$ cat src/rtl/lfsr_way_sel_if.sv
// Replacement request / victim result bundle for lfsr_way_sel.
// Master issues requests and consumes results; slave is the selector.
interface lfsr_way_sel_if #(
  parameter int unsigned NR_WAYS = 8
) ();

  localparam int unsigned LOG_WAYS = $clog2(NR_WAYS);

  logic                req_valid;
  logic                req_ready;
  logic [NR_WAYS-1:0]  valid_ways;
  logic [NR_WAYS-1:0]  lock_ways;

  logic                way_valid;
  logic                way_ready;
  logic [NR_WAYS-1:0]  way;
  logic [LOG_WAYS-1:0] way_idx;
  logic                way_none;

  modport master (
    output req_valid,
    output valid_ways,
    output lock_ways,
    output way_ready,
    input  req_ready,
    input  way_valid,
    input  way,
    input  way_idx,
    input  way_none
  );

  modport slave (
    input  req_valid,
    input  valid_ways,
    input  lock_ways,
    input  way_ready,
    output req_ready,
    output way_valid,
    output way,
    output way_idx,
    output way_none
  );

endinterface

$ cat src/rtl/lfsr_way_sel.sv
// Victim-way selector: lowest free way, else random unlocked way from LFSR.
// Ports: clk_i, rst_ni (sync, active-low), bus (slave), rnd_i, lfsr_en_o.
module lfsr_way_sel #(
  parameter int unsigned NR_WAYS    = 8,
  parameter int unsigned LFSR_WIDTH = 16
) (
  input  logic                  clk_i,
  input  logic                  rst_ni,
  lfsr_way_sel_if.slave         bus,
  input  logic [LFSR_WIDTH-1:0] rnd_i,
  output logic                  lfsr_en_o
);

  localparam int unsigned LOG_WAYS = $clog2(NR_WAYS);
  localparam int unsigned CNT_W    = LOG_WAYS + 1;

  typedef enum logic [1:0] {
    IDLE = 2'd0,
    SCAN = 2'd1,
    OUT  = 2'd2
  } state_e;

  state_e              state_q;
  logic [NR_WAYS-1:0]  vld_q;
  logic [NR_WAYS-1:0]  lck_q;
  logic [CNT_W-1:0]    cnt_q;
  logic                way_valid_q;
  logic [NR_WAYS-1:0]  way_q;
  logic [LOG_WAYS-1:0] way_idx_q;
  logic                way_none_q;

  function automatic logic [LOG_WAYS-1:0] lsb_idx(
    input logic [NR_WAYS-1:0] m
  );
    lsb_idx = '0;
    for (int i = NR_WAYS - 1; i >= 0; i--) begin
      if (m[i]) lsb_idx = LOG_WAYS'(i);
    end
  endfunction

  logic [NR_WAYS-1:0]  free;
  logic [LOG_WAYS-1:0] cand;
  logic                has_free;
  logic                all_lck;
  logic                rand_path;
  logic                cand_ok;
  logic                last_try;

  assign free      = ~vld_q & ~lck_q;
  assign cand      = rnd_i[LOG_WAYS-1:0];
  assign has_free  = |free;
  assign all_lck   = &lck_q;
  assign rand_path = ~has_free & ~all_lck;
  assign cand_ok   = ~lck_q[cand];
  assign last_try  = (cnt_q == CNT_W'(NR_WAYS - 1));

  // The LFSR only steps when a random candidate is actually drawn.
  assign lfsr_en_o = (state_q == SCAN) & rand_path;

  generate
    if (LFSR_WIDTH > LOG_WAYS) begin : g_rnd_hi
      logic unused_rnd_hi;
      assign unused_rnd_hi = ^rnd_i[LFSR_WIDTH-1:LOG_WAYS];
    end
  endgenerate

  logic                sel_done;
  logic                sel_none;
  logic [LOG_WAYS-1:0] sel_idx;
  logic [NR_WAYS-1:0]  sel_oh;

  always_comb begin
    sel_done = 1'b0;
    sel_none = 1'b0;
    sel_idx  = '0;
    unique case (1'b1)
      has_free: begin
        sel_done = 1'b1;
        sel_idx  = lsb_idx(free);
      end
      (~has_free & all_lck): begin
        sel_done = 1'b1;
        sel_none = 1'b1;
      end
      (rand_path & cand_ok): begin
        sel_done = 1'b1;
        sel_idx  = cand;
      end
      // Out of tries: fall back to the lowest unlocked way.
      (rand_path & ~cand_ok & last_try): begin
        sel_done = 1'b1;
        sel_idx  = lsb_idx(~lck_q);
      end
      default: begin
        sel_done = 1'b0;
      end
    endcase
  end

  assign sel_oh = sel_none ? '0 : (NR_WAYS'(1) << sel_idx);

  always_ff @(posedge clk_i) begin
    if (!rst_ni) begin
      state_q     <= IDLE;
      vld_q       <= '0;
      lck_q       <= '0;
      cnt_q       <= '0;
      way_valid_q <= 1'b0;
      way_q       <= '0;
      way_idx_q   <= '0;
      way_none_q  <= 1'b0;
    end else begin
      unique case (state_q)
        IDLE: begin
          if (bus.req_valid) begin
            vld_q   <= bus.valid_ways;
            lck_q   <= bus.lock_ways;
            cnt_q   <= '0;
            state_q <= SCAN;
          end
        end
        SCAN: begin
          if (sel_done) begin
            way_valid_q <= 1'b1;
            way_q       <= sel_oh;
            way_idx_q   <= sel_idx;
            way_none_q  <= sel_none;
            state_q     <= OUT;
          end else begin
            cnt_q <= cnt_q + CNT_W'(1);
          end
        end
        OUT: begin
          if (bus.way_ready) begin
            way_valid_q <= 1'b0;
            way_q       <= '0;
            way_idx_q   <= '0;
            way_none_q  <= 1'b0;
            state_q     <= IDLE;
          end
        end
        default: begin
          state_q <= IDLE;
        end
      endcase
    end
  end

  assign bus.req_ready = rst_ni & (state_q == IDLE);
  assign bus.way_valid = way_valid_q;
  assign bus.way       = way_q;
  assign bus.way_idx   = way_idx_q;
  assign bus.way_none  = way_none_q;

endmodule
$ cat src/flat_wrapper.sv
// flat-port wrapper written by rule: the top's interface ports become plain ports
module lfsr_way_sel_flat 
#(
  parameter int unsigned NR_WAYS    = 8,
  parameter int unsigned LFSR_WIDTH = 16
)
  (clk_i, rst_ni, rnd_i, lfsr_en_o, bus_req_valid, bus_valid_ways, bus_lock_ways, bus_way_ready, bus_req_ready, bus_way_valid, bus_way, bus_way_idx, bus_way_none);
  lfsr_way_sel_if #(.NR_WAYS(NR_WAYS)) bus_i ();
  input  logic clk_i;
  input  logic rst_ni;
  input  logic [LFSR_WIDTH-1:0] rnd_i;
  output logic lfsr_en_o;
  input wire logic [$bits(bus_i.req_valid)-1:0] bus_req_valid;
  input wire logic [$bits(bus_i.valid_ways)-1:0] bus_valid_ways;
  input wire logic [$bits(bus_i.lock_ways)-1:0] bus_lock_ways;
  input wire logic [$bits(bus_i.way_ready)-1:0] bus_way_ready;
  output wire logic [$bits(bus_i.req_ready)-1:0] bus_req_ready;
  output wire logic [$bits(bus_i.way_valid)-1:0] bus_way_valid;
  output wire logic [$bits(bus_i.way)-1:0] bus_way;
  output wire logic [$bits(bus_i.way_idx)-1:0] bus_way_idx;
  output wire logic [$bits(bus_i.way_none)-1:0] bus_way_none;
  assign bus_i.req_valid = bus_req_valid;
  assign bus_i.valid_ways = bus_valid_ways;
  assign bus_i.lock_ways = bus_lock_ways;
  assign bus_i.way_ready = bus_way_ready;
  assign bus_req_ready = bus_i.req_ready;
  assign bus_way_valid = bus_i.way_valid;
  assign bus_way = bus_i.way;
  assign bus_way_idx = bus_i.way_idx;
  assign bus_way_none = bus_i.way_none;
  lfsr_way_sel #(.NR_WAYS(NR_WAYS), .LFSR_WIDTH(LFSR_WIDTH)) u_core (.clk_i(clk_i), .rst_ni(rst_ni), .bus(bus_i), .rnd_i(rnd_i), .lfsr_en_o(lfsr_en_o));
endmodule
$ cat config.mk
export PLATFORM = sky130hd
export DESIGN_NAME = lfsr_way_sel_flat
export DESIGN_NICKNAME = d
export VERILOG_FILES = /design/src/rtl/lfsr_way_sel_if.sv /design/src/rtl/lfsr_way_sel.sv /design/src/flat_wrapper.sv
export SDC_FILE = /design/constraint.sdc
export NUM_CORES = 1
export LEC_CHECK = 0
export BUFFER_PORTS_ARGS = -buffer_cell sky130_fd_sc_hd__buf_2
export CAP_MARGIN = 30
export CORE_ASPECT_RATIO = 0.8
export CORE_UTILIZATION = 35
export CTS_BUF_LIST = sky130_fd_sc_hd__clkbuf_8
export DETAILED_ROUTE_END_ITERATION = 7
export PLACE_DENSITY_LB_ADDON = 0.3
export SYNTH_ARGS = -nofsm -noshare
export SYNTH_HDL_FRONTEND = slang
export SYNTH_SLANG_ARGS = --single-unit
$ cat constraint.sdc
create_clock -name clk_i -period 2.84 [get_ports clk_i]
set_input_delay 0.284 -clock clk_i [delete_from_list [all_inputs] [get_ports clk_i]]
set_output_delay 0.284 -clock clk_i [all_outputs]
set_load 0.02 [all_outputs]
After elaboration in Yosys (flattened, before gate mapping). Index checks and enable logic that the tools add are counted.

Register bits after elaboration: 35. Bits of input ports: 36. Output and inout port bits: 15. Word-level logic and storage cells: 81.

Add/subtract/negate cells: 1. $lt $le $gt $ge: 1. Equality and inequality tests: 7. Shift operators: 1. Multiplexer cells: 40. Bitwise gates (word level): 13. Reductions and logical operators: 10.

Operators by type and width (number): 3-bit two-way mux (18); 8-bit two-way mux (3); 8-bit inverter (2); 8-bit case mux with 2 select lines (1); 11-bit OR reduction (1); 3-bit case mux with 3 select lines (1); 3-bit AND reduction (3); 8-bit AND (1); 4-bit two-way mux (2); 4-bit case mux with 2 select lines (1); 8-bit AND reduction (1); 8-bit OR reduction (1); 1-bit by 3-bit << shifter with 8-bit output (first input constant) (1); 1-bit AND (7); 1-bit two-way mux (6); 2-bit two-way mux (3); 2-bit != test (second input constant) (3); 2-bit case mux with 3 select lines (1); 3-bit case mux with 2 select lines (1); 4-bit by 1-bit adder with 4-bit output (second input constant) (1); 4-bit by 3-bit equality test with 1-bit output (second input constant) (1); 3-bit by 4-bit less-than comparator with 1-bit output (second input constant) (1); 1-bit case mux with 2 select lines (2); 2-bit nonzero test (2); other kinds (7) (9).

Logic depth before layout (Yosys ltp). Gate-level depths: netlist (run 1).

Depth in word-level cells: 15. Depth in mapped cells: 8. Depth with buffers taken out: 7.

Least setup slack after synthesis (run 1). No wires, ideal clock.

Path type: reg-to-reg. Start: register u_core.lck_q[2]. End: register u_core.way_q[7] (netlist: u_core.bus.way[7]). Arrival time: 1.962 ns. Required time: 2.723 ns. Slack: 0.761 ns. Cell stages (with the launch flop): 8. Clock period less this slack: 2.079 ns. Cell sequence: dfxtp_1 -> buf_4 -> mux4_2 -> mux2i_4 -> a311oi_1 -> o31ai_2 -> nor2_1 -> a32o_2.

Word-level cells in the longest chain between the ends: 12. Elaborated cells between the ends (all ways): 30. Classes of those cells: eq/ne (1); shift (1); mux (14); bitwise (10); reduce/logical (4).

RTL lines: from (decl) (RTL line lfsr_way_sel.sv:25) `logic [NR_WAYS-1:0] lck_q;`; from (signal assigned) (RTL line lfsr_way_sel.sv:117) `lck_q <= bus.lock_ways;`; 8-bit inverter (RTL line lfsr_way_sel.sv:49, lfsr_way_sel.sv:92); 8-bit AND (RTL line lfsr_way_sel.sv:49) `assign free = ~vld_q & ~lck_q;`; 8-bit OR reduction (RTL line lfsr_way_sel.sv:51) `assign has_free = |free;`; 1-bit inverter (RTL line lfsr_way_sel.sv:53, lfsr_way_sel.sv:81); 1-bit AND (RTL line lfsr_way_sel.sv:53) `assign rand_path = ~has_free & ~all_lck;`; 1-bit AND (2 in a row) (RTL line lfsr_way_sel.sv:90) `(rand_path & ~cand_ok & last_try): begin`; 3-bit case mux with 3 select lines (RTL line lfsr_way_sel.sv:76) `unique case (1'b1)`; 1-bit by 3-bit << shifter with 8-bit output (RTL line lfsr_way_sel.sv:100) `assign sel_oh = sel_none ? '0 : (NR_WAYS'(1) << sel_idx);`; 8-bit two-way mux (RTL line lfsr_way_sel.sv:100); 8-bit two-way mux (RTL line lfsr_way_sel.sv:123) `if (sel_done) begin`; 8-bit case mux with 2 select lines (RTL line lfsr_way_sel.sv:113) `unique case (state_q)`; to (signal assigned) (RTL line lfsr_way_sel.sv:125) `way_q <= sel_oh;`; to (decl) (RTL line lfsr_way_sel.sv:28) `logic [NR_WAYS-1:0] way_q;`.

Several ways; a longest one is shown, not always the timed one. The select of a mux whose other input is x is not followed. A chain may end at the register's enable or synchronous reset.

Worst setup path in the final report (run 1).
Start: register u_core.lck_q[2]. End: output lfsr_en_o.

Word-level cells in the longest chain between the ends: 6. Elaborated cells between the ends (all ways): 8. Classes of those cells: bitwise (6); reduce/logical (2).

RTL lines: 8-bit inverter (RTL line lfsr_way_sel.sv:49); 8-bit AND (RTL line lfsr_way_sel.sv:49); 8-bit OR reduction (RTL line lfsr_way_sel.sv:51); 1-bit inverter (RTL line lfsr_way_sel.sv:53); 1-bit AND * (RTL line lfsr_way_sel.sv:53); 1-bit AND * (RTL line lfsr_way_sel.sv:58) `assign lfsr_en_o = (state_q == SCAN) & rand_path;`; to (decl) (RTL line flat_wrapper.sv:12) `output logic lfsr_en_o;`.

Every way passes the cells marked *; elsewhere a longest branch is shown, timed or not.

==> flow_metrics.py, run 1 <==
metrics = {
    "cells_and_area": {
        "drive_gt1_frac": 0.281,
        "area_growth_pct": 19.0,
        "antenna_cells": 0,
        "utilization": 0.439,
        "layout_common_cells": "42 x nand2_1, 37 x buf_2, 35 x dfxtp_1",
        "num-nets-final": 272,
        "layout_commonest_cell": "nand2_1",
    },
    "setup_path": {
        "cp_top_family": "simple AND/OR/NAND/NOR gates",
        "critPathMaxFanout": 9,
        "reg2reg_depth": 6,
        "slowest_delay_ns": 0.59,
        "cp_cell_sequence": "o22ai_1, or4_4, nor2_2, and2_1, buf_2",
        "crit_required_ns": 2.56,
        "crit_end": "lfsr_en_o",
        "r2r-end": "u_core.bus.way[2]",
        "startpoint_type": "flop",
        "crit_start": "u_core.lck_q[2]",
        "end_kind": "output pin",
        "arrival_ns": 2.07,
        "path_class": "flop to output pin",
        "rrSetupSlack_ns": 0.49,
        "cp_num_cells": 5,
        "crit_buf_inv": 1,
        "cp_slowest_cell": "or4_4",
        "r2r_start": "u_core.lck_q[2]",
    },
    "timing": {
        "setup_viol": 0,
        "fin_skew_ns": 0.00657,
        "slew_headroom": 0.577,
        "fin_crit_sh": 0.829,
        "fmax_mhz": 425,
        "worst_slew_pin_slew_ns": 0.633,
        "post-route-min-period_ns": 2.35,
        "rsz0062_at_grt": "false",
        "setup_tns_ns": 0,
        "finalHoldViolations": 0,
        "drv_slew": 0,
    },
    "clock_tree": {
        "clkLatencyLatePin_ns": 0.28,
        "ctsResizeCount": 0,
        "clock-root-buffer": "clkbuf_8",
        "clockBufferDepth": 2,
        "cts-buffers-inserted": 5,
        "cts_setup_buffers": 0,
        "cts.clk_slew.worst_paths_ns": 0.07,
        "htreeDepth": 2,
        "cts_tree": "done",
        "cts_hold_buf": 0,
        "cts.sink_count": 35,
    },
    "worst_hold_path": {
        "hold_path_depth": 3,
        "hold_path.class": "input port to flop",
    },
    "power": {
        "powerDensity_nw_per_um2": 512,
        "power.leakage_uw": 0.000844,
        "ir_drop_uv": 181,
    },
    "route": {
        "via_count": 1543,
        "viasPerCell": 5.23,
        "drt-initial-drc-count": 114,
        "wire_per_inst_um": 13.2,
        "antenna_left": 0,
        "drc": 0,
        "first_pass_iters": 4,
        "routed_wl_mm": 3.91,
    },
    "synth": {
        "netlist_instances": 198,
        "async_reset_ff_frac": 0,
        "ys_ff_latch": 35,
        "syn_area_um2": 1710,
        "synth_area_leaders": "dfxtp_1 41%, nand2_1 9.2%, a21oi_1 6.7%, a32o_2 3.3%, nor2_1 3.3%",
        "synth-edff-count": 0,
        "avgSynthCellArea_um2": 8.62,
        "synth_top_area_cell": "dfxtp_1",
        "yosysSeqAreaShare": 0.411,
        "yosys_warnings": 0,
        "synth_top_flop_cell": "dfxtp_1",
        "synthDistinctLibCells": 51,
        "synth_top_area_frac": 0.411,
        "syn_nets": 235,
    },
    "placement": {
        "portBuffers": 37,
        "dp_hpwl_mm": 2.89,
        "gp_congestion": 0.813,
    },
    "die": {
        "coreArea_um2": 4620,
        "die_h_um": 64.5,
        "dieArea_um2": 5160,
        "rows": 22,
        "io_pins": 51,
        "die_w_um": 80.1,
        "initial_utilization": 0.369,
    },
    "status": {
        "status": "completed",
    },
    "global_route": {
        "grt_max_degree": 25,
        "grt-ovfl-total": 0,
        "grt_pass1_wl_mm": 6.67,
        "grt_pass1_vias": 1455,
        "antenna_found_initial": 0,
        "track_usage": 0.169,
    },
    "run": {
        "maxCapViolCount": 0,
    },
}
worst min path at each step:
stage               slack, ns                   end                 start
floorplan                0.42       u_core.vld_q[0]     bus_valid_ways[0]
global placement         0.45     u_core.bus.way[6]     u_core.bus.way[6]
detailed placement       0.45  u_core.bus.way_valid  u_core.bus.way_valid
CTS                      0.23       u_core.lck_q[4]      bus_lock_ways[4]
global route             0.22       u_core.vld_q[2]     bus_valid_ways[2]
finish                   0.23       u_core.lck_q[4]      bus_lock_ways[4]
layer usage:
layer,vias up,GRT usage,part of all wire
met2,37,0.245,0.41
li1,799,-,-
met4,0,0.0536,0.0067
met5,-,0,0
met3,4,0.0592,0.051
met1,703,0.235,0.53
power breakdown:
group / leakage, uW / internal, uW / switching [uW]
registers: 0.000285 / 513 / 25.9
logic: 0.000512 / 59.1 / 82.9
clock network: 0.0000470 / 190 / 169
metrics by stage:
stage	setup WS [ns]	hold slack, ns	total power [uW]	std cells	area (um2)
final	0.486	0.231	1040	295	2030
after global routing	0.331	0.216	1100	295	2030
after CTS	0.476	0.225	1050	295	2030
after detailed placement	0.453	0.447	692	288	1940
after global placement	0.468	0.445	690	288	1940
after floorplan	0.761	0.420	645	198	1710
worst min-delay path, cell delays in order:
cell and delay (ns):
buf_2 0.09, nand2_1 0.04, a21oi_1 0.05
cells by family after synthesis:
logic type,share of synthesized area
AND/OR/NAND/NOR,0.259
AO/OA/AOI/OAI,0.245
flip-flops,0.411
buffers and inverters,0.0337
multiplexers,0.0396
XOR/XNOR,0.00513
adder cells (fa/ha/maj),0.00733
cell usage after synthesis (2+ instances only):
cell and n:
a211oi_1 2, a21boi_0 2, a21oi_1 23, a32o_1 3
a32o_2 5, and2_1 3, and3_1 2, and3b_1 2
clkbuf_1 8, dfxtp_1 35, mux4_2 2, nand2_1 42
nand2b_1 2, nand3_1 7, nand4_1 4, nor2_1 15
nor2b_1 2, nor3_1 2, o21ai_0 2, o22ai_1 2
o22ai_2 2, or2_2 2
final cells by class:
| class | count | area (um2) |
|---|---|---|
| Clock buffer | 6 | 82.6 |
| Clock inverter | 1 | 5.00 |
| Fill cell | 484 | 2590 |
| Inverter | 1 | 3.75 |
| Multi-Input combinational cell | 151 | 948 |
| Sequential cell | 35 | 701 |
| Tap cell | 60 | 75.1 |
| Timing Repair Buffer | 41 | 215 |
state kept, by name, summed over array words and instances (netlist names):
signal,flops
u_core.state_q,2
u_core.bus.way_valid,1
u_core.bus.way_none,1
u_core.bus.way_idx,3
u_core.lck_q,8
u_core.cnt_q,4
u_core.vld_q,8
u_core.bus.way,8
Power figures use the tool's default switching activity.
==> run 2: changes to the inputs <==
ABC_AREA = 1   (was not set)
clock period = 2 ns   (was 2.84 ns; I/O delays follow)
==> flow_metrics.py, run 2 <==
metrics = {
    "setup_path": {
        "slowest_delay_ns": 0.43,
        "end_kind": "flop",
        "path_class": "flop to flop",
        "r2r-end": "u_core.cnt_q[2]",
        "cp_slowest_cell": "dfxtp_1",
        "reg2reg_depth": 11,
        "cp_top_family": "simple AND/OR/NAND/NOR gates",
        "crit_buf_inv": 2,
        "crit_required_ns": 2.19,
        "r2r_start": "u_core.lck_q[6]",
        "rrSetupSlack_ns": 0.28,
        "cp_num_cells": 11,
        "arrival_ns": 1.91,
        "cp_cell_sequence": "nand2_1, nor2_2, nand2_2, nand3_4, inv_2, nand2_2, nand3_4, nand2_1, inv_1, nor3_1, nor3_1",
        "startpoint_type": "flop",
        "critPathMaxFanout": 5,
    },
    "route": {
        "antenna_left": 0,
        "wire_per_inst_um": 10.5,
        "drt-initial-drc-count": 104,
        "via_count": 1708,
        "viasPerCell": 4.60,
        "first_pass_iters": 4,
        "routed_wl_mm": 3.89,
        "drc": 0,
    },
    "placement": {
        "place_ws_ns": 0.227,
        "portBuffers": 37,
        "dp_cells": 363,
        "dp_hpwl_mm": 3.01,
        "gp_congestion": 0.888,
        "place_area_um2": 2050,
    },
    "cells_and_area": {
        "num-nets-final": 347,
        "layout_commonest_cell": "nand2_1",
        "fin_cells": 371,
        "utilization": 0.449,
        "layout_common_cells": "70 x nand2_1, 37 x buf_2, 35 x dfxtp_1",
        "antenna_cells": 0,
        "drive_gt1_frac": 0.248,
        "area_growth_pct": 18.6,
        "stdcell_area_um2": 2140,
    },
    "clock_tree": {
        "cts_tree": "done",
        "cts.sink_count": 35,
        "cts_hold_buf": 0,
        "clock-root-buffer": "clkbuf_8",
        "cts_setup_buffers": 0,
        "clkLatencyLatePin_ns": 0.29,
        "cts-buffers-inserted": 5,
        "clockBufferDepth": 2,
        "ctsResizeCount": 0,
        "htreeDepth": 2,
        "cts.clk_slew.worst_paths_ns": 0.07,
    },
    "power": {
        "power.leakage_uw": 0.000961,
        "powerDensity_nw_per_um2": 711,
        "ir_drop_uv": 312,
    },
    "synth": {
        "async_reset_ff_frac": 0,
        "yosysSeqAreaShare": 0.389,
        "yosysMostFrequentCell": "nand2_1",
        "avgSynthCellArea_um2": 6.67,
        "ys_ff_latch": 35,
        "synth_common_cells": "70 x nand2_1, 35 x dfxtp_1, 31 x a21oi_1, 30 x nor2_1, 25 x inv_1",
        "synth_top_area_frac": 0.389,
        "synth_area_leaders": "dfxtp_1 39%, nand2_1 15%, a21oi_1 8.6%, nor2_1 6.3%, inv_1 5.2%",
        "synth-edff-count": 0,
        "synthDistinctLibCells": 23,
        "synth_top_flop_cell": "dfxtp_1",
        "netlist_instances": 270,
        "synth_top_area_cell": "dfxtp_1",
        "yosys_warnings": 0,
        "syn_area_um2": 1800,
        "syn_nets": 307,
    },
    "global_route": {
        "grt-ovfl-total": 0,
        "grt_pass1_wl_mm": 6.70,
        "track_usage": 0.168,
        "grt_pass1_vias": 1565,
        "grt_max_degree": 32,
        "antenna_found_initial": 0,
    },
    "die": {
        "initial_utilization": 0.378,
        "rows": 22,
        "io_pins": 51,
        "coreArea_um2": 4760,
        "die_h_um": 66.2,
        "die_w_um": 82.2,
        "dieArea_um2": 5440,
    },
    "timing": {
        "rsz0062_at_grt": "false",
        "drv_slew": 0,
        "fin_crit_sh": 0.862,
        "setup_tns_ns": 0,
        "slew_headroom": 0.808,
        "worst_slew_pin_slew_ns": 0.288,
        "fin_skew_ns": 0.00553,
        "setup_viol": 0,
        "post-route-min-period_ns": 1.72,
        "fin_ws_ns": 0.276,
        "finalHoldViolations": 0,
        "fmax_mhz": 580,
    },
    "worst_hold_path": {
        "hold_path_depth": 3,
        "hp-start": "bus_valid_ways[5]",
        "whs_endpoint": "u_core.vld_q[5]",
        "hold_path.class": "input port to flop",
    },
    "status": {
        "status": "completed",
    },
    "run": {
        "maxCapViolCount": 0,
    },
}
[run 2: worst reg2reg max path: stages, from the launching register on]
cell	delay, ns
dfxtp_1	0.43
nand2_1	0.12
nor2_2	0.15
nand2_2	0.11
nand3_4	0.12
inv_2	0.06
nand2_2	0.07
nand3_4	0.10
nand2_1	0.16
inv_1	0.11
nor3_1	0.14
nor3_1	0.06
[run 2: how the worst max path moves through the flow]
| stage | start | endpoint |
|---|---|---|
| 5_1_grt | u_core.lck_q[6] | u_core.bus.way[3] |
| 3_5_place_dp | u_core.cnt_q[1] | u_core.bus.way[3] |
| 6_report | u_core.lck_q[6] | u_core.cnt_q[2] |
| 2_1_floorplan | u_core.state_q[0] | u_core.cnt_q[2] |
| 3_3_place_gp | u_core.cnt_q[1] | u_core.bus.way[3] |
| 4_1_cts | u_core.cnt_q[1] | u_core.bus.way[5] |
[run 2: layout make-up]
cell class | count | area [um2]
fill | 532 | 2630
clock buffer | 5 | 68.8
multi-input combinational | 193 | 941
sequential | 35 | 701
clock inverter | 3 | 12.5
timing repair buffer | 40 | 208
tap | 60 | 75.1
inverter | 35 | 131
[run 2: per-layer routing]
metal / vias up / GRT usage / part of all wire
li1: 930 / - / -
met1: 741 / 0.220 / 0.54
met2: 30 / 0.247 / 0.39
met3: 7 / 0.0607 / 0.061
met4: 0 / 0.0658 / 0.016
met5: - / 0 / 0
[run 2: power by group]
part / internal, uW / switching [uW] / leakage [uW] / total [uW]
Combinational: 93.6 / 173 / 0.000624 / 267
Clock: 234 / 253 / 0.0000505 / 487
Sequential: 735 / 31.8 / 0.000286 / 766
[run 2: metrics by stage]
| stage | total power [uW] | hold slack [ns] |
|---|---|---|
| floorplan | 976 | 0.367 |
| global placement | 1050 | 0.450 |
| detailed placement | 1050 | 0.454 |
| CTS | 1540 | 0.152 |
| global route | 1620 | 0.182 |
| finish | 1520 | 0.157 |
[run 2: cells by family after synthesis]
family / after synthesis / share of synthesized area
simple gates: 141 / 0.370
flops: 35 / 0.389
buf+inv: 42 / 0.0917
compound gates: 51 / 0.142
fa+ha+maj: 1 / 0.00694
==> run 3: changes to the inputs <==
GPL_TIMING_DRIVEN = 0   (was not set)
==> flow_metrics.py, run 3 (synthesized netlist as in run 2, its figures left out) <==
metrics = {
    "die": {
        "die_h_um": 66.2,
        "dieArea_um2": 5440,
        "rows": 22,
        "initial_utilization": 0.378,
        "io_pins": 51,
        "coreArea_um2": 4760,
        "die_w_um": 82.2,
    },
    "setup_path": {
        "r2r-end": "u_core.cnt_q[2]",
        "rrSetupSlack_ns": 0.27,
        "crit_required_ns": 2.18,
        "crit_start": "u_core.lck_q[6]",
        "reg2reg_depth": 11,
        "r2r_start": "u_core.lck_q[6]",
        "end_kind": "flop",
        "startpoint_type": "flop",
        "arrival_ns": 1.91,
        "crit_end": "u_core.cnt_q[2]",
        "path_class": "flop to flop",
        "critPathMaxFanout": 5,
    },
    "cells_and_area": {
        "multi_input_comb_area_um2": 941,
        "drive_gt1_frac": 0.236,
        "layout_commonest_cell": "nand2_1",
        "n_fill_cell": 501,
        "num-nets-final": 350,
        "antenna_cells": 0,
        "register_area_um2": 701,
        "layout_common_cells": "70 x nand2_1, 36 x buf_2, 35 x dfxtp_1",
        "area_growth_pct": 19.0,
    },
    "route": {
        "drt-initial-drc-count": 91,
        "viasPerCell": 4.70,
        "routed_wl_mm": 4.14,
        "antenna_left": 0,
        "first_pass_iters": 4,
        "wire_per_inst_um": 11.1,
        "drc": 0,
        "via_count": 1756,
    },
    "global_route": {
        "track_usage": 0.171,
        "antenna_found_initial": 0,
        "grt_max_degree": 11,
        "grt-ovfl-total": 0,
        "grt_pass1_vias": 1575,
        "grt_pass1_wl_mm": 6.86,
    },
    "timing": {
        "finalHoldViolations": 0,
        "setup_viol": 0,
        "slew_headroom": 0.667,
        "rsz0062_at_grt": "false",
        "holdWs_ns": 0.161,
        "fin_skew_ns": 0.00540,
        "fin_crit_sh": 0.867,
        "worst_slew_pin_slew_ns": 0.499,
        "drv_slew": 0,
        "post-route-min-period_ns": 1.73,
        "fmax_mhz": 577,
        "setup_tns_ns": 0,
    },
    "placement": {
        "gp_congestion": 0.919,
        "dp_hpwl_mm": 3.25,
        "portBuffers": 36,
    },
    "power": {
        "seqPwrFrac": 0.500,
        "power.leakage_uw": 0.000955,
        "comb_power_share": 0.181,
        "p_switching_uw": 467,
        "powerDensity_nw_per_um2": 714,
        "switching_share": 0.305,
        "p_clk_frac": 0.319,
        "ir_drop_uv": 336,
        "p_int_uw": 1060,
    },
    "clock_tree": {
        "cts_setup_buffers": 0,
        "clockBufferDepth": 2,
        "cts_tree": "done",
        "htreeDepth": 2,
        "cts.sink_count": 35,
        "cts_hold_buf": 0,
        "cts-buffers-inserted": 5,
        "cts.clk_slew.worst_paths_ns": 0.07,
        "clock-root-buffer": "clkbuf_8",
        "ctsResizeCount": 0,
        "clkLatencyLatePin_ns": 0.29,
    },
    "run": {
        "maxCapViolCount": 0,
    },
    "status": {
        "status": "completed",
    },
    "worst_hold_path": {
        "hold_path.class": "input port to flop",
    },
}
run 3: power by group through the flow:
stage	clock network, uW	registers (uW)	logic [uW]
2_1_floorplan	0	782	194
3_3_place_gp	0	781	273
3_5_place_dp	0	782	276
4_1_cts	498	766	277
5_1_grt	516	771	316
6_report	488	766	276
run 3: worst min-delay path by stage:
stage | from | to | slack [ns] | depth (start not counted)
CTS | bus_lock_ways[5] | u_core.lck_q[5] | 0.16 | 3
detailed placement | u_core.bus.way[3] | u_core.bus.way[3] | 0.45 | 2
floorplan | bus_lock_ways[4] | u_core.lck_q[4] | 0.37 | 2
finish | bus_lock_ways[5] | u_core.lck_q[5] | 0.16 | 3
global placement | u_core.bus.way_idx[0] | u_core.bus.way_idx[0] | 0.45 | 2
global route | bus_valid_ways[1] | u_core.vld_q[1] | 0.20 | 3
run 3: layout make-up:
| cell class | instances | share of cell area |
|---|---|---|
| flip-flops and latches | 35 | 0.327 |
| plain buffers | 7 | 0.0158 |
| inverters | 35 | 0.0613 |
| multi-input cells | 193 | 0.439 |
| well taps | 60 | 0.0350 |
| repair buffers | 36 | 0.0841 |
| clock inverters | 3 | 0.00584 |
| clock buffers | 5 | 0.0321 |
run 3: worst max-delay path: stages, from the launching register on:
cell,delay (ns)
dfxtp_1,0.43
nand2_1,0.11
nor2_2,0.16
nand2_2,0.11
nand3_4,0.12
inv_2,0.06
nand2_2,0.07
nand3_4,0.10
nand2_1,0.16
inv_1,0.11
nor3_1,0.14
nor3_1,0.06
run 3: routing by layer:
| metal | vias to the layer above | global-route usage | part of all wire |
|---|---|---|---|
| met2 | 33 | 0.261 | 0.41 |
| met4 | 0 | 0.0658 | 0.0084 |
| met3 | 4 | 0.0400 | 0.050 |
| met5 | - | 0 | 0 |
| met1 | 778 | 0.231 | 0.53 |
| li1 | 941 | - | - |
run 3: through the flow:
stage	worst slack (ns)	power, uW	util	std cells	instance area, um2
finish	0.267	1530	0.450	374	2140
global route	0.0163	1600	0.450	374	2140
global placement	0.211	1050	0.432	366	2060
floorplan	0.405	976	-	270	1800
CTS	0.200	1540	0.449	374	2140
detailed placement	0.219	1060	0.432	366	2060
